--- src/rtl/result_drain_2x2.sv ---
// result_drain_2x2
//   Output stage behind the 2x2 systolic array. A start pulse accepted in IDLE
//   snapshots the four signed accumulators. Each value is either requantized to
//   int8 (round half up, arithmetic shift, saturate) or kept as a raw 16-bit word.
//   The result bytes are then streamed over a valid/ready byte interface. The
//   array can be cleared and reloaded while the snapshot drains.
//
//   clk        in   clock, rising edge
//   rst        in   asynchronous reset, active-low
//   start      in   capture request, honoured only in IDLE
//   quant      in   1: int8 requant (4 beats), 0: raw little-endian (8 beats)
//   shift      in   requant arithmetic right-shift amount
//   c00..c11   in   signed accumulator results, sampled at accept
//   out_data   out  current byte
//   out_valid  out  out_data is valid
//   out_ready  in   consumer takes the byte on out_valid && out_ready
//   busy       out  high while streaming
//   done       out  one-cycle pulse after the last beat is taken
//   overflow   out  a value saturated in the current/last transaction
module result_drain_2x2 #(
  parameter int ACC_W   = 16,
  parameter int OUT_W   = 8,
  parameter int SHIFT_W = 4
) (
  input  logic               clk,
  input  logic               rst,
  input  logic               start,
  input  logic               quant,
  input  logic [SHIFT_W-1:0] shift,
  input  logic [ACC_W-1:0]   c00,
  input  logic [ACC_W-1:0]   c01,
  input  logic [ACC_W-1:0]   c10,
  input  logic [ACC_W-1:0]   c11,
  output logic [OUT_W-1:0]   out_data,
  output logic               out_valid,
  input  logic               out_ready,
  output logic               busy,
  output logic               done,
  output logic               overflow
);

  typedef enum logic {IDLE, SEND} state_t;

  localparam logic signed [ACC_W:0] SAT_MAX = (ACC_W+1)'(2**(OUT_W-1) - 1);
  localparam logic signed [ACC_W:0] SAT_MIN = (ACC_W+1)'(-(2**(OUT_W-1)));

  // Returns {saturated, byte}. Math is done one bit wider than the input so
  // the rounding add cannot wrap.
  function automatic logic [OUT_W:0] requant(input logic [ACC_W-1:0]   v,
                                             input logic [SHIFT_W-1:0] sh);
    logic signed [ACC_W:0] ext;
    logic signed [ACC_W:0] rnd;
    logic signed [ACC_W:0] r;
    ext = $signed({v[ACC_W-1], v});
    if (sh == '0) begin
      r = ext;
    end else begin
      rnd = ext + $signed((ACC_W+1)'(1) << (sh - SHIFT_W'(1)));
      r   = rnd >>> sh;
    end
    if (r > SAT_MAX) begin
      return {1'b1, SAT_MAX[OUT_W-1:0]};
    end else if (r < SAT_MIN) begin
      return {1'b1, SAT_MIN[OUT_W-1:0]};
    end
    return {1'b0, r[OUT_W-1:0]};
  endfunction

  state_t           state_q,     state_d;
  logic [2:0]       beat_q,      beat_d;
  logic             quant_q,     quant_d;
  logic [OUT_W-1:0] buf_q [8];
  logic [OUT_W-1:0] buf_d [8];
  logic [OUT_W-1:0] out_data_q,  out_data_d;
  logic             out_valid_q, out_valid_d;
  logic             busy_q,      busy_d;
  logic             done_q,      done_d;
  logic             overflow_q,  overflow_d;
  logic [OUT_W:0]   rq [4];
  logic [2:0]       last_beat;

  assign last_beat = quant_q ? 3'd3 : 3'd7;

  always_comb begin
    rq[0] = requant(c00, shift);
    rq[1] = requant(c01, shift);
    rq[2] = requant(c10, shift);
    rq[3] = requant(c11, shift);

    state_d     = state_q;
    beat_d      = beat_q;
    quant_d     = quant_q;
    buf_d       = buf_q;
    out_data_d  = out_data_q;
    out_valid_d = out_valid_q;
    busy_d      = busy_q;
    done_d      = 1'b0;
    overflow_d  = overflow_q;

    unique case (state_q)
      IDLE: begin
        out_valid_d = 1'b0;
        busy_d      = 1'b0;
        out_data_d  = '0;
        if (start) begin
          state_d     = SEND;
          beat_d      = '0;
          quant_d     = quant;
          busy_d      = 1'b1;
          out_valid_d = 1'b1;
          if (quant) begin
            for (int unsigned i = 0; i < 4; i++) begin
              buf_d[i] = rq[i][OUT_W-1:0];
            end
            overflow_d = rq[0][OUT_W] | rq[1][OUT_W] | rq[2][OUT_W] | rq[3][OUT_W];
          end else begin
            buf_d[0]   = c00[OUT_W-1:0];
            buf_d[1]   = c00[ACC_W-1:OUT_W];
            buf_d[2]   = c01[OUT_W-1:0];
            buf_d[3]   = c01[ACC_W-1:OUT_W];
            buf_d[4]   = c10[OUT_W-1:0];
            buf_d[5]   = c10[ACC_W-1:OUT_W];
            buf_d[6]   = c11[OUT_W-1:0];
            buf_d[7]   = c11[ACC_W-1:OUT_W];
            overflow_d = 1'b0;
          end
          // First byte is presented straight from the freshly built snapshot
          // so it is valid in the cycle right after accept.
          out_data_d = buf_d[0];
        end
      end
      SEND: begin
        if (out_valid_q && out_ready) begin
          if (beat_q == last_beat) begin
            state_d     = IDLE;
            beat_d      = '0;
            busy_d      = 1'b0;
            out_valid_d = 1'b0;
            out_data_d  = '0;
            done_d      = 1'b1;
          end else begin
            beat_d     = beat_q + 3'd1;
            out_data_d = buf_q[beat_q + 3'd1];
          end
        end
      end
      default: state_d = IDLE;
    endcase
  end

  always_ff @(posedge clk or negedge rst) begin
    if (!rst) begin
      state_q     <= IDLE;
      beat_q      <= '0;
      quant_q     <= 1'b0;
      for (int unsigned i = 0; i < 8; i++) begin
        buf_q[i] <= '0;
      end
      out_data_q  <= '0;
      out_valid_q <= 1'b0;
      busy_q      <= 1'b0;
      done_q      <= 1'b0;
      overflow_q  <= 1'b0;
    end else begin
      state_q     <= state_d;
      beat_q      <= beat_d;
      quant_q     <= quant_d;
      buf_q       <= buf_d;
      out_data_q  <= out_data_d;
      out_valid_q <= out_valid_d;
      busy_q      <= busy_d;
      done_q      <= done_d;
      overflow_q  <= overflow_d;
    end
  end

  assign out_data  = out_data_q;
  assign out_valid = out_valid_q;
  assign busy      = busy_q;
  assign done      = done_q;
  assign overflow  = overflow_q;

endmodule

--- config.mk ---
export PLATFORM = sky130hd
export DESIGN_NAME = result_drain_2x2
export DESIGN_NICKNAME = d
export VERILOG_FILES = /design/src/rtl/result_drain_2x2.sv
export SDC_FILE = /design/constraint.sdc
export NUM_CORES = 1
export LEC_CHECK = 0
export CAP_MARGIN = 30
export CORE_ASPECT_RATIO = 0.5
export CORE_MARGIN = 4
export CORE_UTILIZATION = 30
export DETAILED_ROUTE_END_ITERATION = 16
export GPL_TIMING_DRIVEN = 0
export PLACE_DENSITY = 0.43
export SLEW_MARGIN = 30
export SYNTH_ARGS = -nofsm -noshare
export SYNTH_HDL_FRONTEND = slang
export SYNTH_SLANG_ARGS = --single-unit
--- constraint.sdc ---
create_clock -name clk -period 3 [get_ports clk]
set_input_delay 0.3 -clock clk [delete_from_list [all_inputs] [get_ports clk]]
set_output_delay 0.3 -clock clk [all_outputs]
set_load 0.05 [all_outputs]
==> results.sh, run 1 <==
export IMPL_ctsLongestPathBuffers=2
export IMPL_synthSimpleGateAreaFrac=0.249
export IMPL_cp_arrival_ps=5330
export IMPL_fin_crit_sh=1.71
export IMPL_cts_tree="built"
export IMPL_synth_ff_type="dfrtp_1"
export IMPL_cap_violations=0
export IMPL_place_congestion=1.04
export IMPL_outcome="finished with violations"
export IMPL_final_cell_mix="buf_4 (185), nor2_1 (156), nand2_1 (141), o21ai_0 (102), a21oi_1 (97)"
export IMPL_yosysTopAreaCell="dfrtp_1"
export IMPL_ys_warn_count=0
export IMPL_pre_cts_slack_ps=-4810
export IMPL_reg2reg_from="beat_q[0]"
export IMPL_synth_edf_count=0
export IMPL_clock_sink_count=80
export IMPL_synth_cells=1809
export IMPL_maxSlewHeadroom=0.285
export IMPL_clock_skew_ps=6.21
export IMPL_synthArstFlopShare=1.00
export IMPL_drc=0
export IMPL_syn_area_per_cell_sq_um=7.50
export IMPL_fillers=4440
export IMPL_grt_pass1_wl_um=124000
export IMPL_worst_slew_pin_slew_ps=1070
export IMPL_overflow=0
export IMPL_reg2reg_depth=6
export IMPL_cts_root_buf="clkbuf_16"
export IMPL_io_pins=85
export IMPL_synth_top_family_by_area="compound AO/OA/AOI/OAI gates"
export IMPL_fmax_mhz=195
export IMPL_cp_data_required_time_ps=3210
export IMPL_worstReg2RegEnd="out_data[6]"
export IMPL_clkLatencyLatePin_ps=340
export IMPL_drtIter0Drc=2372
export IMPL_post_drt_wl_per_cell_um=33.4
export IMPL_synth_top_area_share=0.148
export IMPL_grt_pass1_vias=15900
export IMPL_viasPerCell=6.50
export IMPL_crit_top_cell="buf_12"
export IMPL_fin_cells=2699
export IMPL_finalSetupViolations=41
export IMPL_fin_crit_ps=5120
export IMPL_drt_total_wl_um=90200
export IMPL_p_leak_nw=7.62
export IMPL_clkTransAtPathRegs_ps=60
export IMPL_die_y_um=158
export IMPL_grt_max_degree=42
export IMPL_synth_distinct_cells=103
export IMPL_worstSetupEndpointType="flip-flop"
export IMPL_tns_ps=-76070
export IMPL_power_density_mw_per_mm2=401
export IMPL_setup_slack_ps=-2120
export IMPL_dpl_hpwl_um=69200
export IMPL_synth_xor_xnor_area_share=0.0617
export IMPL_layout_drive_gt1_share=0.343
export IMPL_slew_violations=0
export IMPL_area_growth_pct=47.3
export IMPL_dr_pass1_iters=7
export IMPL_syn_cell_area_sq_mm=0.0136
export IMPL_synth_seq_cells=80
export IMPL_nNetsFinal=2199
export IMPL_rsz0062_at_grt="yes"
export IMPL_io_buffers=69
export IMPL_critical_path_class="primary input to flip-flop"
export IMPL_die_area_sq_mm=0.0489
export IMPL_htree_levels=3
export IMPL_grt_usage=0.357
export IMPL_chipWidth_um=309
export IMPL_critPathLaunchType="primary input"
export IMPL_cts_buffers=9
export IMPL_slowest_delay_ps=410
export IMPL_rrSetupSlack_ps=-70
export IMPL_ir_drop_v=0.000328
export IMPL_yosysSeqAreaShare=0.148
export IMPL_initial_core_util=0.307
export IMPL_antenna_left=0
export IMPL_violations="negative setup slack"
export IMPL_synthMuxAreaShare=0.124
export IMPL_hold_path_class="primary input to async pin"
export IMPL_synth_nets=1907
export IMPL_synthTopCellsByArea="dfrtp_1 (15%), o21ai_0 (4.9%), a21oi_1 (4.9%), nor2_1 (4.7%), mux2_2 (4.6%)"
export IMPL_layout_commonest_cell="buf_4"
export IMPL_slowest_stage="a211o_4"
export IMPL_worst_path_max_fanout=7
export IMPL_antenna_found_initial=3
export IMPL_rows=54
export IMPL_crit_start="shift[1]"
export IMPL_core_area_sq_mm=0.0441
export IMPL_synth_compound_area_frac=0.331
export IMPL_dp_cells=2469
export IMPL_synth_fa_ha_area_frac=0.0238
export IMPL_finalHoldViolCount=0
export IMPL_vias=17500
## repair_timing
action	CTS	global route
hold buffers	1	0
pin swaps	118	129
setup buffers	156	60
hold endpoints to repair	39	0
resized for setup	347	150
endpoints found under the setup margin	41	41
cloned	1	0
## worst max path at each step
stage	cells past startpoint	to	slack, ps
6_report	30	out_data[0]	-2120
5_1_grt	29	out_data[0]	-2200
4_1_cts	29	buf_q[38]	-2110
3_5_place_dp	27	buf_q[61]	-4810
3_3_place_gp	24	out_data[5]	-5470
2_1_floorplan	27	overflow	-1960
## cell type report
class | instances | area (sq um) | share of cell area
repair buffers | 290 | 2570 | 0.128
clock inverters | 4 | 20.0 | 0.00100
well taps | 588 | 736 | 0.0368
multi-input cells | 1538 | 12900 | 0.644
flip-flops and latches | 80 | 2000 | 0.100
diodes | 5 | 12.5 | 0.000626
plain buffers | 159 | 1410 | 0.0706
inverters | 23 | 121 | 0.00607
clock buffers | 12 | 246 | 0.0123
## synth_stat cells (16+ instances only)
master	n
nor2_1	170
nand2_1	149
o21ai_0	133
a21oi_1	132
clkbuf_1	103
dfrtp_1	80
xnor2_1	62
mux2_2	55
o211ai_1	48
mux2i_1	46
nor3_1	43
nand3_1	38
o22ai_1	38
or3_1	33
a211oi_1	30
buf_2	28
xor2_1	28
mux4_2	27
a22oi_1	26
a31oi_1	25
ha_1	25
inv_1	21
and3_1	20
buf_1	20
a21o_1	19
and2_1	18
nand2b_1	18
a221oi_1	16
and3b_1	16
nand4_1	16
nor2b_1	16
o31ai_1	16
## cells by family after synthesis
family / Yosys count
AO/OA/AOI/OAI: 652
flip-flops: 80
multiplexers: 128
XOR/XNOR: 93
adder cells (fa/ha/maj): 26
AND/OR/NAND/NOR: 639
buffers and inverters: 191
## power breakdown
group          internal, W  leakage (nW)  switching, W  total, W
Clock             0.000578         0.136      0.000426   0.00100
Combinational      0.00220          6.48       0.00287   0.00508
Sequential         0.00158          1.01      0.000349   0.00193
## worst max-delay path, delay by kind of cell
family                   cells  cell delay (ps)
adder cells (fa/ha/maj)      1              130
AND/OR/NAND/NOR              5             1040
buffers and inverters       15             1900
AO/OA/AOI/OAI                9             1930
## through the flow
| step | instance area [sq um] | hold WS [ps] | util | power [W] |
|---|---|---|---|---|
| floorplan | 14200 | 4.41 | - | 0.00458 |
| global placement | 15600 | 465 | 0.354 | 0.00611 |
| detailed placement | 15700 | 238 | 0.356 | 0.00611 |
| CTS | 18800 | 445 | 0.427 | 0.00764 |
| global route | 20000 | 487 | 0.453 | 0.00835 |
| finish | 20000 | 448 | 0.453 | 0.00801 |
## per-layer routing
metal | track usage | vias to the layer above | share of wire
li1 | - | 7515 | -
met1 | 0.515 | 8704 | 0.44
met2 | 0.488 | 1164 | 0.38
met3 | 0.147 | 148 | 0.15
met4 | 0.0811 | 4 | 0.026
met5 | 0 | - | 0.00030
## registers in the layout (all words and copies together) (netlist names)
register and cells:
busy 1, beat_q 3, buf_q 64, out_data 8
state_q 1, done 1, overflow 1, quant_q 1
Power figures use the tool's default switching activity.
==> run 2: changes to the inputs <==
CTS_CLUSTER_DIAMETER = 80   (was default)
PLACE_DENSITY = default   (was 0.43)
==> run 2 against run 1 <==
Net effect: the flow still finishes with violations (negative setup slack); via count down 0.34%; critical endpoint is now buf_q[50]; routed wire length fell by 9.0%; highest routed layer unchanged; non-clock buffer count decreased by 29; sequential power is essentially flat; critical path type unchanged; count of clock-buffer cells in the layout did not move; sequential share of layout area is 0.23 points higher; critical path depth decreased by 3; register-to-register slack better by 70 ps.
==> results.sh, run 2 (synthesis results as in run 1) <==
export IMPL_fin_crit_ps=5100
export IMPL_fin_cells=2666
export IMPL_swShare=0.450
export IMPL_violations="negative setup slack"
export IMPL_reg2reg_depth=6
export IMPL_fmax_mhz=196
export IMPL_postLayoutCellArea_sq_mm=0.0195
export IMPL_pre_cts_slack_ps=-4560
export IMPL_drc=0
export IMPL_drtIter0Drc=2633
export IMPL_ctsLongestPathBuffers=2
export IMPL_largest_register_ffs=64
export IMPL_final_cell_mix="buf_4 (166), nor2_1 (155), nand2_1 (140), o21ai_0 (103), a21oi_1 (102)"
export IMPL_cts_root_buf="clkbuf_16"
export IMPL_clock_skew_ps=4.00
export IMPL_htree_levels=3
export IMPL_worst_slew_pin_slew_ps=1030
export IMPL_grt_pass1_wl_um=115000
export IMPL_power_frac_seq=0.246
export IMPL_setup_slack_ps=-2100
export IMPL_finalSetupViolations=41
export IMPL_cts_buffers=9
export IMPL_finalHoldViolCount=0
export IMPL_regMostFlops="buf_q"
export IMPL_fin_crit_sh=1.70
export IMPL_slew_violations=0
export IMPL_critical_path_class="primary input to flip-flop"
export IMPL_clock_sink_count=80
export IMPL_area_growth_pct=44.1
export IMPL_power_density_mw_per_mm2=404
export IMPL_place_congestion=1.07
export IMPL_cap_violations=0
export IMPL_worstSetupEndpointType="flip-flop"
export IMPL_grt_max_degree=66
export IMPL_maxSlewHeadroom=0.312
export IMPL_overflow=0
export IMPL_dp_cells=2468
export IMPL_die_y_um=158
export IMPL_layout_commonest_cell="buf_4"
export IMPL_grt_usage=0.321
export IMPL_antenna_left=0
export IMPL_post_drt_wl_per_cell_um=30.8
export IMPL_share_comb_of_total_power=0.624
export IMPL_critPathLaunchType="primary input"
export IMPL_clkPwrFrac=0.130
export IMPL_vias=17500
export IMPL_outcome="finished with violations"
export IMPL_place_area_sq_mm=0.0157
export IMPL_rows=54
export IMPL_antenna_found_initial=2
export IMPL_chipWidth_um=309
export IMPL_cp_arrival_ps=5310
export IMPL_viasPerCell=6.55
export IMPL_p_leak_nw=7.38
export IMPL_layout_drive_gt1_share=0.325
export IMPL_clkTransAtPathRegs_ps=60
export IMPL_clkLatencyLatePin_ps=340
export IMPL_grt_pass1_vias=15900
export IMPL_core_area_sq_mm=0.0441
export IMPL_cp_data_required_time_ps=3210
export IMPL_p_sw_w=0.00355
export IMPL_dr_pass1_iters=6
export IMPL_nNetsFinal=2170
export IMPL_utilization=0.443
export IMPL_dpl_hpwl_um=61800
export IMPL_initial_core_util=0.307
export IMPL_fillers=4382
export IMPL_hold_path_class="primary input to async pin"
export IMPL_rsz0062_at_grt="yes"
export IMPL_io_pins=85
export IMPL_io_buffers=69
export IMPL_die_area_sq_mm=0.0489
export IMPL_cts_tree="built"
export IMPL_p_int_w=0.00434
export IMPL_drt_total_wl_um=82100
export IMPL_worst_path_max_fanout=8
export IMPL_ir_drop_v=0.000333
export IMPL_tns_ps=-74260
==> run 2: layout make-up <==
| type | count | area [sq um] | area share |
|---|---|---|---|
| Multi-Input combinational cell | 1538 | 12700 | 0.649 |
| Antenna cell | 2 | 5.00 | 0.000256 |
| Buffer | 163 | 1460 | 0.0749 |
| Timing Repair Buffer | 257 | 2270 | 0.116 |
| Inverter | 23 | 119 | 0.00608 |
| Clock inverter | 3 | 17.5 | 0.000896 |
| Tap cell | 588 | 736 | 0.0377 |
| Clock buffer | 12 | 256 | 0.0131 |
| Sequential cell | 80 | 2000 | 0.102 |
==> run 2: timing repair <==
item / 4_1_cts / 5_1_grt
buffers inserted: 125 / 61
gates cloned: 0 / 1
gates resized for setup: 275 / 172
pin swaps: 85 / 129
hold buffers: 1 / 0
endpoints found under the setup margin: 41 / 41
hold endpoints to repair: 15 / 0
==> run 2: layer usage <==
layer / GRT usage / share of wire / wire (um) / vias up
met2: 0.452 / 0.39 / 31900 / 1280
li1: - / - / - / 7478
met4: 0.125 / 0.051 / 4150 / 4
met1: 0.432 / 0.41 / 33400 / 8432
met3: 0.136 / 0.15 / 12600 / 281
met5: 0 / 0.00040 / 33 / -
==> run 2: worst paths after layout <==
kind                           start     endpoint  slack, ps
hold reg to reg            buf_q[42]    buf_q[42]        490
max in group asynchronous        rst     buf_q[4]       2080
setup / recovery            shift[3]    buf_q[50]      -2100
hold / removal                   rst  out_data[6]        350
min in group clk           buf_q[42]    buf_q[42]        490
setup reg to reg           beat_q[0]  out_data[6]          0
==> run 2: through the flow <==
step	hold WS, ps	total power (W)
2_1_floorplan	4.41	0.00458
3_3_place_gp	461	0.00599
3_5_place_dp	142	0.00602
4_1_cts	347	0.00746
5_1_grt	367	0.00821
6_report	350	0.00789
==> run 2: worst max-delay path, cell delays in order <==
cell and delay (ps):
buf_8 100, buf_6 110, buf_8 110, buf_8 120, buf_12 120, clkinvlp_4 90, clkbuf_16 170, nand2_8 60
nor2_4 180, nand2_4 100, inv_8 100, buf_6 100, ha_4 150, ha_4 140, a21oi_4 50, o221a_4 340
or3_4 430, a211o_4 390, buf_6 130, mux2i_1 110, a221o_2 390, and2_0 180, a221o_1 320, nor4_4 330
a31oi_4 190, o211ai_1 350, a21oi_1 130
==> run 2: power by group through the flow <==
stage | registers, W | clock network (W) | logic (W)
after detailed placement | 0.00196 | 0 | 0.00406
after global routing | 0.00199 | 0.00108 | 0.00514
final | 0.00194 | 0.00102 | 0.00492
after floorplan | 0.00198 | 0 | 0.00260
after CTS | 0.00194 | 0.00103 | 0.00449
after global placement | 0.00195 | 0 | 0.00404
